[config.mk]
export PLATFORM = sky130hd
export DESIGN_NAME = seg_frame_capture
export DESIGN_NICKNAME = d
export VERILOG_FILES = /design/src/rtl/seg_frame_capture.sv
export SDC_FILE = /design/constraint.sdc
export NUM_CORES = 1
export LEC_CHECK = 0
export ABC_AREA = 1
export CAP_MARGIN = 20
export CORE_UTILIZATION = 49
export DETAILED_ROUTE_END_ITERATION = 16
export PLACE_DENSITY = 0.74
export SETUP_SLACK_MARGIN = 0.15
export SKIP_LAST_GASP = 1
export SLEW_MARGIN = 0
export SYNTH_ARGS = -nofsm -noshare
export SYNTH_HDL_FRONTEND = slang
export SYNTH_SLANG_ARGS = --single-unit
[constraint.sdc]
create_clock -name clk -period 6.43 [get_ports clk]
set_input_delay 0.9645 -clock clk [delete_from_list [all_inputs] [get_ports clk]]
set_output_delay 0.9645 -clock clk [all_outputs]
set_load 0.02 [all_outputs]
[src/rtl/seg_frame_capture.sv]
// Recovers BCD digits from a multiplexed active-low 7-segment bus and emits whole frames on valid/ready.
// Optional SEG_FRAME_CAPTURE_DP_EN adds decimal-point capture on the frame_dp port.
module seg_frame_capture #(
  parameter int DIGITS        = 4,
  parameter int STABLE_CYCLES = 16
) (
  input  logic                  clk,
  input  logic                  reset,
  input  logic [7:0]            seg_in,
  input  logic [DIGITS-1:0]     an_in,
  output logic [4*DIGITS-1:0]   frame_bcd,
  output logic [DIGITS-1:0]     frame_err,
  output logic                  frame_valid,
  input  logic                  frame_ready,
  output logic                  overrun
`ifdef SEG_FRAME_CAPTURE_DP_EN
  ,
  output logic [DIGITS-1:0]     frame_dp
`endif
);

`ifdef SEG_FRAME_CAPTURE_DP_EN
  localparam int SW = 8;
`else
  localparam int SW = 7;
  // DP line is deliberately unobserved in this build.
  logic unused_dp;
  assign unused_dp = seg_in[7];
`endif

  localparam int IW = (DIGITS > 1) ? $clog2(DIGITS) : 1;
  localparam logic [7:0] STABLE = 8'(STABLE_CYCLES);

  logic [SW-1:0]     seg_s1, seg_s2, seg_prev;
  logic [DIGITS-1:0] an_s1, an_s2, an_prev;
  logic [7:0]        cnt, cnt_next;
  logic              latched, latched_next;
  logic [DIGITS-1:0] an_inv;
  logic              an_ok, same, accept;
  logic [IW-1:0]     dig_idx;
  logic [4:0]        dec_out;

  logic [3:0]        slot_bcd [DIGITS];
  logic [DIGITS-1:0] slot_err;
  logic [DIGITS-1:0] seen;
  logic [DIGITS-1:0] hit;
  logic [4*DIGITS-1:0] slot_flat;
  logic              complete, load, drop, transfer;

  function automatic logic [4:0] decode(input logic [6:0] s);
    case (s)
      7'h40:   return 5'h00;
      7'h79:   return 5'h01;
      7'h24:   return 5'h02;
      7'h30:   return 5'h03;
      7'h19:   return 5'h04;
      7'h12:   return 5'h05;
      7'h02:   return 5'h06;
      7'h78:   return 5'h07;
      7'h00:   return 5'h08;
      7'h10:   return 5'h09;
      7'h7F:   return 5'h0F;
      default: return 5'h1E;
    endcase
  endfunction

  always_ff @(posedge clk or posedge reset) begin
    if (reset) begin
      seg_s1 <= '0;
      seg_s2 <= '0;
      an_s1  <= '0;
      an_s2  <= '0;
    end else begin
      seg_s1 <= seg_in[SW-1:0];
      seg_s2 <= seg_s1;
      an_s1  <= an_in;
      an_s2  <= an_s1;
    end
  end

  always_comb begin
    an_inv  = ~an_s2;
    an_ok   = (an_inv != '0) && ((an_inv & (an_inv - 1'b1)) == '0);
    dig_idx = '0;
    for (int i = 0; i < DIGITS; i++) begin
      if (!an_s2[i]) dig_idx = IW'(i);
    end
    same = (an_s2 == an_prev) && (seg_s2 == seg_prev);
    if (!an_ok)
      cnt_next = 8'd0;
    else if (same)
      cnt_next = (cnt == STABLE) ? cnt : cnt + 8'd1;
    else
      cnt_next = 8'd1;
    accept = an_ok && (cnt_next == STABLE) && !latched;
    // The flag survives segment changes within a phase; only an anode change re-arms it.
    latched_next = (an_ok && (an_s2 == an_prev) && latched) || accept;
    dec_out = decode(seg_s2[6:0]);
  end

  always_ff @(posedge clk or posedge reset) begin
    if (reset) begin
      seg_prev <= '0;
      an_prev  <= '0;
      cnt      <= '0;
      latched  <= 1'b0;
    end else begin
      seg_prev <= seg_s2;
      an_prev  <= an_s2;
      cnt      <= cnt_next;
      latched  <= latched_next;
    end
  end

  for (genvar gi = 0; gi < DIGITS; gi++) begin : g_slot
    assign hit[gi] = accept && (dig_idx == IW'(gi));
    assign slot_flat[4*gi +: 4] = slot_bcd[gi];
  end

  assign complete = &seen;
  assign transfer = frame_valid && frame_ready;
  assign load     = complete && (!frame_valid || frame_ready);
  assign drop     = complete && frame_valid && !frame_ready;

  always_ff @(posedge clk or posedge reset) begin
    if (reset) begin
      for (int i = 0; i < DIGITS; i++) slot_bcd[i] <= 4'h0;
      slot_err <= '0;
      seen     <= '0;
    end else begin
      for (int i = 0; i < DIGITS; i++) begin
        if (hit[i]) begin
          slot_bcd[i] <= dec_out[3:0];
          slot_err[i] <= dec_out[4];
          seen[i]     <= 1'b1;
        end else if (complete) begin
          seen[i]     <= 1'b0;
        end
      end
    end
  end

`ifdef SEG_FRAME_CAPTURE_DP_EN
  logic [DIGITS-1:0] slot_dp;
  always_ff @(posedge clk or posedge reset) begin
    if (reset) begin
      slot_dp  <= '0;
      frame_dp <= '0;
    end else begin
      for (int i = 0; i < DIGITS; i++) begin
        if (hit[i]) slot_dp[i] <= ~seg_s2[7];
      end
      if (load) frame_dp <= slot_dp;
    end
  end
`endif

  always_ff @(posedge clk or posedge reset) begin
    if (reset) begin
      frame_bcd   <= '0;
      frame_err   <= '0;
      frame_valid <= 1'b0;
      overrun     <= 1'b0;
    end else begin
      if (load) begin
        frame_bcd   <= slot_flat;
        frame_err   <= slot_err;
        frame_valid <= 1'b1;
      end else if (transfer) begin
        frame_valid <= 1'b0;
      end
      if (drop)
        overrun <= 1'b1;
      else if (transfer)
        overrun <= 1'b0;
    end
  end

endmodule

# Yosys cells after proc, flatten, opt, wreduce, memory -nomap -nowiden
# Index checks and enable logic that the tools add are counted.
op_classes:
  reduce_logical: 30
  muxes: 15
  n_addsub: 2
  n_eq_ne: 17
  bitwise: 2
ops:
  columns: ["operator", "count"]
  rows:
  - ["$pmux 5 s11", 1]
  - ["$eq 7x7->1 const B", 4]
  - ["$mux 8", 3]
  - ["$eq 7x5->1 const B", 3]
  - ["$eq 8x5->1 const B", 2]
  - ["$eq 7x6->1 const B", 2]
  - ["$logic_and 1x1->1", 14]
  - ["$reduce_bool 2->1", 6]
  - ["$mux 1", 9]
  - ["$add 8x1->8 const B", 1]
  - ["$eq 7x2->1 const B", 1]
  - ["$eq 7x7->1", 1]
  - ["$logic_not 7->1", 1]
  - ["$and 4x4->4", 1]
  - ["$eq 2x2->1 const B", 2]
  - ["$eq 4x4->1", 1]
  - ["$logic_not 4->1", 1]
  - ["$mux 2", 2]
  - ["$not 4->4", 1]
  - ["$reduce_and 4->1", 1]
  - ["$reduce_bool 4->1", 1]
  - ["$sub 4x1->4 const B", 1]
  - ["$logic_not 1->1", 3]
  - ["$eq 2x1->1 const B", 1]
  - ["other kinds (2)", 3]
word_totals:
  ff_bits: 88
  elab_cells: 90

# Logic depth before layout (Yosys ltp)
# Gate-level depths: netlist (run 1).
depth:
  depth_word: 11
  mapped_depth: 14
  ltp_nobuf: 14

# Worst setup path after synthesis (run 1)
# OpenSTA, ideal clock, no wires.
synth_timing:
  kind: "in2reg"
  startpoint: "input port frame_ready"
  endpoint: "register frame_bcd[10]"
  arrival_ps: 1854
  setup_ps: 125
  required_time_ps: 6305
  cell_stages: 5
  slack_ps: 4452
  cell_sequence: "inv_1 nand2_1 nand2_1 clkbuf_1 mux2_2"
synth_via:
  elab_chain_cells: 2
synth_rtl:
  columns: ["item", "line_no", "text"]
  rows:
  - ["from (decl)", "14", "input logic frame_ready,"]
  - ["$logic_or 1x1->1", "122", "assign load = complete && (!frame_valid || frame_ready);"]
  - ["$logic_and 1x1->1", "122", null]
  - ["to (signal assigned)", "166", "frame_bcd <= slot_flat;"]
  - ["to (decl)", "11", "output logic [4*DIGITS-1:0] frame_bcd,"]
# No other way between the ends.
# A chain may end at the register's enable or synchronous reset.

# Final worst setup path (run 1)
layout_timing:
  startpoint: "register cnt[0]"
  endpoint: "register slot_err[2]"
layout_via:
  elab_chain_cells: 8
  word_cells_on_any_way: 9
  cone_classes: "1 x add/sub; 2 x eq/ne; 3 x mux; 3 x reduce/logical"
layout_rtl:
  columns: ["item", "line_no", "text"]
  rows:
  - ["from (decl)", "36", "logic [7:0] cnt, cnt_next;"]
  - ["from (signal assigned)", "110", "cnt <= cnt_next;"]
  - ["$add 8x1->8 or $eq 8x5->1 (tied branches)", "92", "cnt_next = (cnt == STABLE) ? cnt : cnt + 8'd1;"]
  - ["$mux 8 *", "92", null]
  - ["$mux 8 *", "91", "else if (same)"]
  - ["$mux 8 *", "89", "if (!an_ok)"]
  - ["$eq 8x5->1 *", "95", "accept = an_ok && (cnt_next == STABLE) && !latched;"]
  - ["$logic_and 1x1->1 * (2 in a row)", "95", null]
  - ["$logic_and 1x1->1 *", "116", "assign hit[gi] = accept && (dig_idx == IW'(gi));"]
  - ["to (signal, indexed assignment)", "134", "slot_err[i] <= dec_out[4];"]
  - ["to (decl)", "44", "logic [DIGITS-1:0] slot_err;"]
# Every way passes the cells marked *; elsewhere a longest branch is shown, timed or not.

==> results of run 1 <==
==> critical path, stage by stage (launching register included) <==
cell	delay (ps)
dfrtp_1	410
inv_1	90
ha_1	180
nand3_1	80
nor2_1	230
nand2_1	80
nand2_1	90
nand2_1	60
nor2_1	110
nand2_1	100
nor2_4	430
nand3_2	260
nand2_1	120
nand2_1	50
==> per-layer routing <==
| layer | up-vias | GRT usage [%] | wire (um) |
|---|---|---|---|
| met4 | 0 | 8.225 | 114 |
| met5 | - | 0 | 0 |
| li1 | 1309 | - | - |
| met2 | 55 | 26.51 | 2789 |
| met3 | 12 | 3.601 | 199 |
| met1 | 1238 | 24.48 | 3047 |
==> power groups by stage <==
| stage | logic, mW | clock network, mW | registers [mW] |
|---|---|---|---|
| after floorplan | 0.0429 | 0 | 0.581 |
| after global placement | 0.0555 | 0 | 0.583 |
| after detailed placement | 0.0572 | 0 | 0.584 |
| after CTS | 0.0575 | 0.407 | 0.573 |
| after global routing | 0.0666 | 0.430 | 0.574 |
| final | 0.0579 | 0.398 | 0.573 |
==> synthesized netlist by cell type <==
| library cell | count | area share (%) |
|---|---|---|
| a21oi_1 | 5 | 0.67 |
| and3_1 | 1 | 0.17 |
| buf_2 | 1 | 0.13 |
| buf_6 | 4 | 1.2 |
| clkbuf_1 | 2 | 0.20 |
| dfrtp_1 | 88 | 59 |
| ha_1 | 2 | 0.67 |
| inv_1 | 38 | 3.8 |
| inv_2 | 4 | 0.40 |
| mux2_2 | 20 | 6.0 |
| nand2_1 | 112 | 11 |
| nand2_2 | 1 | 0.17 |
| nand3_1 | 13 | 1.7 |
| nand3_2 | 4 | 1.1 |
| nand4_1 | 25 | 4.2 |
| nand4_4 | 1 | 0.57 |
| nor2_1 | 25 | 2.5 |
| nor2_2 | 1 | 0.17 |
| nor2_4 | 3 | 0.90 |
| nor2_8 | 1 | 0.53 |
| nor3_1 | 8 | 1.1 |
| nor4_2 | 1 | 0.33 |
| o2111ai_1 | 1 | 0.23 |
| o21ai_0 | 7 | 0.94 |
| o22ai_1 | 1 | 0.17 |
| xnor2_1 | 4 | 0.94 |
| xor2_1 | 5 | 1.2 |
==> worst max path at each step <==
stage | startpoint | to | slack [ps]
global placement | frame_ready | frame_err[3] | 3790
CTS | cnt[0] | slot_err[2] | 4070
finish | cnt[0] | slot_err[2] | 4050
floorplan | reset | an_prev[0] | 3190
global route | cnt[0] | slot_bcd[0] | 3800
detailed placement | frame_ready | frame_bcd[12] | 3740
==> per-stage QoR <==
step / setup slack [ps] / hold slack [ps] / utilization (%) / instance area, um^2 / power (mW)
5_1_grt: 3796 / 360.4 / 60.06 / 4403 / 1.071
4_1_cts: 4066 / 353.8 / 59.79 / 4383 / 1.037
2_1_floorplan: 3187 / 331.2 / - / 3744 / 0.6241
6_report: 4054 / 351.1 / 60.06 / 4403 / 1.029
3_5_place_dp: 3737 / 335.6 / 56.87 / 4169 / 0.6409
3_3_place_gp: 3792 / 332.0 / 56.87 / 4169 / 0.6385
==> cells in the final DEF, fill, tap and decap left out, types with 7 or more instances in the layout <==
| cell | count |
|---|---|
| clkdlybuf4s50_1 | 35 |
| nand2_1 | 112 |
| nand4_1 | 25 |
| nor3_1 | 8 |
| nand3_1 | 13 |
| mux2_2 | 20 |
| nor2_1 | 25 |
| clkbuf_8 | 11 |
| inv_1 | 37 |
| o21ai_0 | 7 |
| dfrtp_1 | 88 |
==> layout make-up <==
type	instances	share of cell area, %
tap	99	2.813
inverter	42	3.609
clock inverter	5	1.421
clock buffer	11	3.438
multi-input combinational	241	30.12
timing repair buffer	37	8.582
sequential	88	50.01
==> sequential cells by signal, indices dropped and copies added, names as in the netlist <==
register / count
an_s2: 4
frame_valid: 1
an_prev: 4
seen: 4
seg_prev: 7
slot_bcd: 16
seg_s2: 7
frame_err: 4
cnt: 8
overrun: 1
an_s1: 4
frame_bcd: 16
slot_err: 4
seg_s1: 7
latched: 1
==> logic make-up (layout without fill, tap and decap cells) <==
| logic type | Yosys count | in the layout | synth area share (%) |
|---|---|---|---|
| adder cells (fa/ha/maj) | 2 | 2 | 0.6683 |
| multiplexers | 20 | 20 | 6.016 |
| AO/OA/AOI/OAI | 14 | 14 | 2.005 |
| AND/OR/NAND/NOR | 196 | 196 | 24.63 |
| XOR/XNOR | 9 | 9 | 2.105 |
| buffers and inverters | 49 | 95 | 5.748 |
| flip-flops | 88 | 88 | 58.82 |
==> qor.csv, run 1 <==
stage,metric,value,unit
cells_and_area,P&R area growth vs syn,17.61,%
pwr,switching share of power,23.39,%
critical_path,Setup crit end kind,flip-flop,
place,GPL Wtd Cong,0.8269,
worst_hold_path,hold_sp,an_s1[2],
cells_and_area,Multi-input gate area,1326,um^2
pwr,Leak Pwr,2.230,nW
pwr,Net Sw Power,0.2405,mW
worst_hold_path,worst hold endpoint,an_s2[2],
critical_path,CP startpoint kind,flip-flop,
synth,Synth cell types,27,
drt,DR vias,2614,
global_route,first-pass GRT wire length,10.36,mm
critical_path,worst r2r src,cnt[0],
timing,Fmax achieved,420.8,MHz
cells_and_area,share of layout cells above drive strength 1,12.97,%
timing,Final setup viols,0,
pwr,Flop pwr share,55.7,%
die,Die Ht,89.41,um
global_route,initial antenna violation count,0,
synth,sequential area share after synthesis,58.82,%
critical_path,worst path required time,6680,ps
synth,Avg Inst Size Synth,9.904,um^2
synth,Synth Register Bits,88,
drt,1st-iter DRT viols,127,
clock_network,Clock Path Buffers,2,
critical_path,"Worst Path Class, Setup",flip-flop to flip-flop,
place,placed wire-length estimate,4.387,mm
cells_and_area,number of antenna cells inserted,0,
cells_and_area,nets,436,
worst_hold_path,Hold Path Depth,0,
critical_path,crit-path max FO,25,
clock_network,CTS Buf Count,9,
status,outcome,finished clean,
drt,Routed Antenna Nets,0,
synth,syn nets,395,
clock_network,Worst-path clk slew,90,ps
place,number of buffers added on ports,35,
drt,DRC Markers,0,
cells_and_area,Fill cells,581,
clock_network,Hold Buf Count CTS,0,
timing,fin crit period,2376,ps
die,Initial Util,51.07,%
global_route,vias in the first global route,2252,
timing,RSZ-0062 raised after global routing,no,
die,# IOs,37,
pwr,Power Density,233.6,nW/um^2
cells_and_area,post-route insts no fill,523,
synth,Post-Synthesis Cells,378,
cells_and_area,register area,2202,um^2
timing,total negative slack,0,ps
clock_network,Post-CTS Resized,0,
drt,First-pass DRT Iterations,4,
pwr,maximum vdd ir drop,190.1,uV
global_route,grt total ovfl,0,
pwr,Int Power,0.7880,mW
drt,Via density,4.998,
timing,fin. max-slew vios,0,
global_route,largest net degree at the start of global routing,89,
die,Core Region,7331,um^2
timing,period utilization,36.96,%
critical_path,r2r setup slk,4050,ps
clock_network,Skew-Pair Late Insertion Delay,350,ps
place,cell count after placement,506,
critical_path,FF-to-FF End,slot_err[2],
pwr,Combinational Power Share,5.6,%
drt,final wirelength,6.150,mm
synth,Yosys Warn Count,0,
global_route,global-route usage over all layers,17.55,%
critical_path,FF-to-FF path depth,13,
flow_run,Max-Cap Viols,0,
worst_hold_path,Worst Hold Class,flip-flop to flip-flop,
clock_network,clock root cell,clkbuf_8,
die,DIE WIDTH,89.41,um
timing,clk_skew,12.90,ps
drt,WL/cell,11.76,um
pwr,clock power share,38.7,%
timing,Least-Margin Pin Slew,841.0,ps
timing,Rel. slew slack,43.80,%
clock_network,CTS H-tree lvls,3,
critical_path,Worst Path Arrival,2630,ps
die,Rows,31,
clock_network,Clock Sinks,88,
clock_network,setup bufs post-CTS,0,
timing,final hold violation count,0,
synth,mapped cell area,3744,um^2
clock_network,CTS tree,built,
die,die area,7993,um^2
Note: power is estimated with default switching activity, not from simulation.
==> inputs of run 2 (changes only) <==
clock period = 2.3 ns   (was 6.43 ns; I/O delays follow)
==> qor.csv, run 2 (same netlist as run 1, synthesis figures left out) <==
stage,metric,value,unit,change
clock_network,Clock Sinks,88,,unchanged
timing,clk_skew,12.15,ps,-0.7577 ps
cells_and_area,Fill cells,577,,-0.69%
drt,1st-iter DRT viols,209,,+65%
place,placed wire-length estimate,4.675,mm,+6.6%
timing,fin. max-slew vios,0,,unchanged
cells_and_area,post-route insts no fill,540,,+3.3%
global_route,global-route usage over all layers,18.58,%,+1.0 points
die,die area,7993,um^2,unchanged
cells_and_area,"commonest cells after routing, fill and taps aside","nand2_1, dfrtp_1, clkdlybuf4s50_1",,
die,# IOs,37,,unchanged
clock_network,Hold Buf Count CTS,0,,unchanged
status,outcome,finished clean,,
timing,Rel. slew slack,64.26,%,+20 points
timing,final setup margin,244.6,ps,-3809 ps
die,Core Region,7331,um^2,unchanged
cells_and_area,"commonest non-fill, non-tap cell in the layout",nand2_1,,
global_route,grt total ovfl,0,,unchanged
timing,Final setup viols,0,,unchanged
die,Initial Util,51.07,%,unchanged
timing,period utilization,89.36,%,+52 points
drt,Via density,5.050,,+1.0%
cells_and_area,P&R area growth vs syn,24.97,%,
clock_network,CTS H-tree lvls,3,,unchanged
pwr,maximum vdd ir drop,488.4,uV,+160%
timing,RSZ-0062 raised after global routing,no,,
die,Rows,31,,unchanged
drt,First-pass DRT Iterations,4,,unchanged
cells_and_area,biggest regs,"frame_bcd: 16 flops, slot_bcd: 16 flops, cnt: 8 flops",,
drt,DRC Markers,0,,unchanged
timing,total negative slack,0,ps,unchanged
critical_path,FF-to-FF path depth,12,,-1
critical_path,"Worst Path Class, Setup",flip-flop to flip-flop,,
clock_network,Skew-Pair Late Insertion Delay,360,ps,about the same
critical_path,worst r2r src,cnt[0],,
pwr,total power draw,3.004,mW,+190%
timing,final hold violation count,0,,unchanged
place,GPL Wtd Cong,0.8384,,+1.4%
critical_path,worst path required time,2590,ps,-4090 ps
global_route,vias in the first global route,2517,,+12%
timing,fin crit period,2055,ps,-321.1 ps
place,Setup Slack @ Placement,171.8,ps,-3565 ps
clock_network,Worst-path clk slew,90,ps,about the same
global_route,first-pass GRT wire length,11.19,mm,+8.1%
place,cell count after placement,512,,+1.2%
timing,Fmax achieved,486.5,MHz,+16%
clock_network,clock root cell,clkbuf_8,,
flow_run,Max-Cap Viols,0,,unchanged
global_route,largest net degree at the start of global routing,47,,-47%
place,number of buffers added on ports,35,,unchanged
critical_path,Worst Path Arrival,2350,ps,-280 ps
critical_path,Setup crit end kind,flip-flop,,
global_route,initial antenna violation count,0,,unchanged
die,Die Ht,89.41,um,unchanged
clock_network,Clock Path Buffers,2,,unchanged
drt,Routed Antenna Nets,0,,unchanged
worst_hold_path,Worst Hold Class,input port to async pin,,
pwr,Leak Pwr,2.333,nW,+4.6%
critical_path,crit-path max FO,5,,-80%
cells_and_area,share of layout cells above drive strength 1,19.73,%,+6.8 points
cells_and_area,Util after Layout,63.82,%,+3.8 points
timing,Least-Margin Pin Slew,534.1,ps,-306.9 ps
clock_network,CTS tree,built,,
drt,DR vias,2727,,+4.3%
die,DIE WIDTH,89.41,um,unchanged
critical_path,r2r setup slk,240,ps,-3810 ps
drt,WL/cell,13.28,um,+13%
critical_path,CP startpoint kind,flip-flop,,
clock_network,CTS Buf Count,9,,unchanged
cells_and_area,nets,453,,+3.9%
critical_path,FF-to-FF End,slot_bcd[0],,
drt,final wirelength,7.170,mm,+17%
pwr,Power Density,642.1,nW/um^2,+170%
cells_and_area,number of antenna cells inserted,0,,unchanged
## run 2: how the worst max path moves through the flow
stage                 from      endpoint  slack [ps]  cells after the start
global placement    cnt[0]   slot_err[3]         220                     13
global route        cnt[0]  slot_bcd[10]          90                     11
floorplan           cnt[0]   slot_bcd[8]         550                     13
finish              cnt[0]   slot_bcd[0]         240                     12
detailed placement  cnt[0]   slot_err[3]         170                     13
CTS                 cnt[0]   slot_err[1]         160                     11
## run 2: area by class of cell
type / instances / area (um^2) / share of cell area, %
inverter: 42 / 161.4 / 3.450
clock buffer: 9 / 123.9 / 2.648
clock inverter: 7 / 102.6 / 2.193
multi-input combinational: 244 / 1415 / 30.25
timing repair buffer: 51 / 545.5 / 11.66
sequential: 88 / 2206 / 47.15
tap: 99 / 123.9 / 2.648
## run 2: worst max-delay path, cell delays in order, from the launching register on
cell	delay (ps)
dfrtp_1	420
inv_2	70
ha_2	170
nand2_1	60
nor2_2	120
nand2_2	90
xor2_2	250
nand4_4	170
buf_12	180
nor2_4	140
buf_4	130
nand4_1	70
nand2_1	100
## run 2: per-stage QoR
step	hold slack, ps	instance area, um^2
after CTS	353.8	4496
final	352.4	4678
after global placement	331.3	4242
after detailed placement	334.7	4242
after floorplan	331.2	3747
after global routing	361.0	4678
## run 2: routing by layer
| metal | part of all wire [%] | global-route usage (%) |
|---|---|---|
| met1 | 45 | 24.79 |
| met2 | 50 | 30.33 |
| met3 | 4.4 | 3.878 |
| met4 | 0.74 | 6.494 |
| met5 | 0 | 0 |
## run 2: power by group
part / internal [mW] / switching (mW)
Sequential: 1.58 / 0.0259
Clock: 0.627 / 0.566
Combinational: 0.0850 / 0.123
## run 2: timing repair
| action | 4_1_cts | 5_1_grt |
|---|---|---|
| gates cloned | 0 | 4 |
| setup buffers | 2 | 6 |
| endpoints found under the setup margin | 3 | 24 |
| hold endpoints to repair | 0 | 0 |
| pin swaps | 1 | 9 |
| gates resized for setup | 0 | 21 |
==> inputs of run 3 (changes only) <==
CORE_MARGIN = 2   (was default)
SLEW_MARGIN = 10   (was 0)
==> qor.csv, run 3 (same netlist as run 1, synthesis figures left out) <==
stage,metric,value,unit,change
status,outcome,finished clean,,
global_route,first-pass GRT wire length,12.10,mm,+8.1%
place,placed wire-length estimate,4.804,mm,+2.8%
timing,Fmax achieved,492.7,MHz,+1.3%
cells_and_area,biggest regs,"frame_bcd: 16 flops, slot_bcd: 16 flops, cnt: 8 flops",,
timing,final hold violation count,0,,unchanged
critical_path,"Worst Path Class, Setup",flip-flop to flip-flop,,
timing,Final setup viols,0,,unchanged
clock_network,Clock Sinks,88,,unchanged
cells_and_area,P&R area growth vs syn,22.96,%,
global_route,global-route usage over all layers,18.26,%,-0.32 points
clock_network,Clock Path Buffers,2,,unchanged
timing,fin crit period,2030,ps,-25.82 ps
drt,final wirelength,6.979,mm,-2.7%
drt,metal1 wirelength,3.074,mm,-4.4%
place,GPL Wtd Cong,0.8544,,+1.9%
global_route,vias in the first global route,2710,,+7.7%
clock_network,Worst-path clk slew,90,ps,about the same
critical_path,CP startpoint kind,flip-flop,,
place,number of buffers added on ports,35,,unchanged
cells_and_area,nets,453,,unchanged
drt,DR vias,2744,,+0.62%
clock_network,Hold Buf Count CTS,0,,unchanged
place,Setup Slack @ Placement,79.33,ps,-92.43 ps
drt,DRC Markers,0,,unchanged
timing,total negative slack,0,ps,unchanged
drt,Routed Antenna Nets,0,,unchanged
die,DIE WIDTH,91.41,um,+2.2%
cells_and_area,"commonest cells after routing, fill and taps aside","nand2_1, dfrtp_1, inv_1",,
drt,met2 WL,3.491,mm,-2.7%
pwr,Power Density,615.6,nW/um^2,-4.1%
cells_and_area,share of layout cells above drive strength 1,19.05,%,-0.68 points
drt,WL/cell,12.92,um,-2.7%
drt,met3 WL,252,um,-19%
timing,Rel. slew slack,62.47,%,-1.8 points
drt,Via density,5.081,,+0.62%
timing,final setup margin,270.5,ps,+25.82 ps
pwr,maximum vdd ir drop,432.5,uV,-11%
clock_network,clock root cell,clkbuf_8,,
die,Die Ht,91.41,um,+2.2%
die,Initial Util,51.07,%,unchanged
drt,First-pass DRT Iterations,4,,unchanged
die,Rows,31,,unchanged
clock_network,CTS H-tree lvls,3,,unchanged
critical_path,worst path required time,2550,ps,-40 ps
drt,1st-iter DRT viols,186,,-11%
global_route,initial antenna violation count,0,,unchanged
pwr,Leak Pwr,2.285,nW,-2.1%
cells_and_area,"commonest non-fill, non-tap cell in the layout",nand2_1,,
global_route,largest net degree at the start of global routing,47,,unchanged
timing,fin. max-slew vios,0,,unchanged
clock_network,CTS tree,built,,
flow_run,Max-Cap Viols,0,,unchanged
cells_and_area,number of antenna cells inserted,0,,unchanged
drt,Top Metal Used,met4,,
timing,Least-Margin Pin Slew,562.9,ps,+28.87 ps
die,Core Region,7331,um^2,unchanged
timing,RSZ-0062 raised after global routing,no,,
die,die area,8355,um^2,+4.5%
timing,period utilization,88.24,%,-1.1 points
clock_network,CTS Buf Count,9,,unchanged
timing,clk_skew,11.78,ps,-0.3691 ps
critical_path,Setup crit end kind,flip-flop,,
critical_path,crit-path max FO,7,,+2
worst_hold_path,Worst Hold Class,flip-flop to flip-flop,,
clock_network,Skew-Pair Late Insertion Delay,350,ps,about the same
global_route,grt total ovfl,0,,unchanged
die,# IOs,37,,unchanged
critical_path,Worst Path Arrival,2280,ps,-70 ps
[run 3: path summary, 6_finish.rpt]
| kind | from | end | slack, ps | depth (start not counted) |
|---|---|---|---|---|
| max | cnt[1] | slot_bcd[1] | 270 | 11 |
| min reg2reg | an_s1[0] | an_s2[0] | 350 | 0 |
| max in group asynchronous | reset | frame_bcd[1] | 1400 | 3 |
| min in group asynchronous | reset | an_s1[3] | 480 | 3 |
| max reg2reg | cnt[1] | slot_bcd[1] | 270 | 11 |
| min | an_s1[0] | an_s2[0] | 350 | 0 |
[run 3: cell type report]
class	instances	area, um^2
repair buffers	52	489.2
multi-input cells	243	1429
clock buffers	10	127.6
fillers	578	2728
clock inverters	6	68.82
flip-flops and latches	88	2203
well taps	99	123.9
inverters	42	161.4
[run 3: repair_timing]
item | in CTS | in global routing
buffers inserted | 3 | 7
cloned | 2 | 0
gates resized for setup | 2 | 21
setup endpoints to repair | 22 | 25
pin swaps | 2 | 11
[run 3: where the power goes]
group          switching, mW  internal [mW]  total [mW]
clock network          0.535          0.505        1.04
registers             0.0257           1.58        1.60
logic                  0.121         0.0702       0.191
[run 3: worst max-delay path, stage by stage (launching register included)]
cell	delay, ps
dfrtp_1	410
inv_1	110
ha_4	140
nand2_1	50
nor2_1	110
nand2_2	100
xor2_2	250
nand4_4	190
nor2_8	260
nand3_4	160
nand2_2	110
nand2_2	50
[run 3: per-layer routing]
layer,GRT usage [%],up-vias
met5,0,-
met4,9.470,0
met3,3.320,14
met2,29.78,66
met1,23.26,1322
li1,-,1342
[run 3: metrics by stage]
stage / area [um^2] / hold WS (ps) / total power, mW / cells / util [%]
finish: 4603 / 352.7 / 2.833 / 540 / 62.79
global route: 4603 / 363.6 / 2.965 / 540 / 62.79
CTS: 4463 / 353.2 / 2.842 / 533 / 60.88
detailed placement: 4217 / 334.7 / 1.805 / 512 / 57.52
global placement: 4217 / 331.7 / 1.793 / 512 / 57.52
floorplan: 3747 / 331.2 / 1.745 / 378 / -
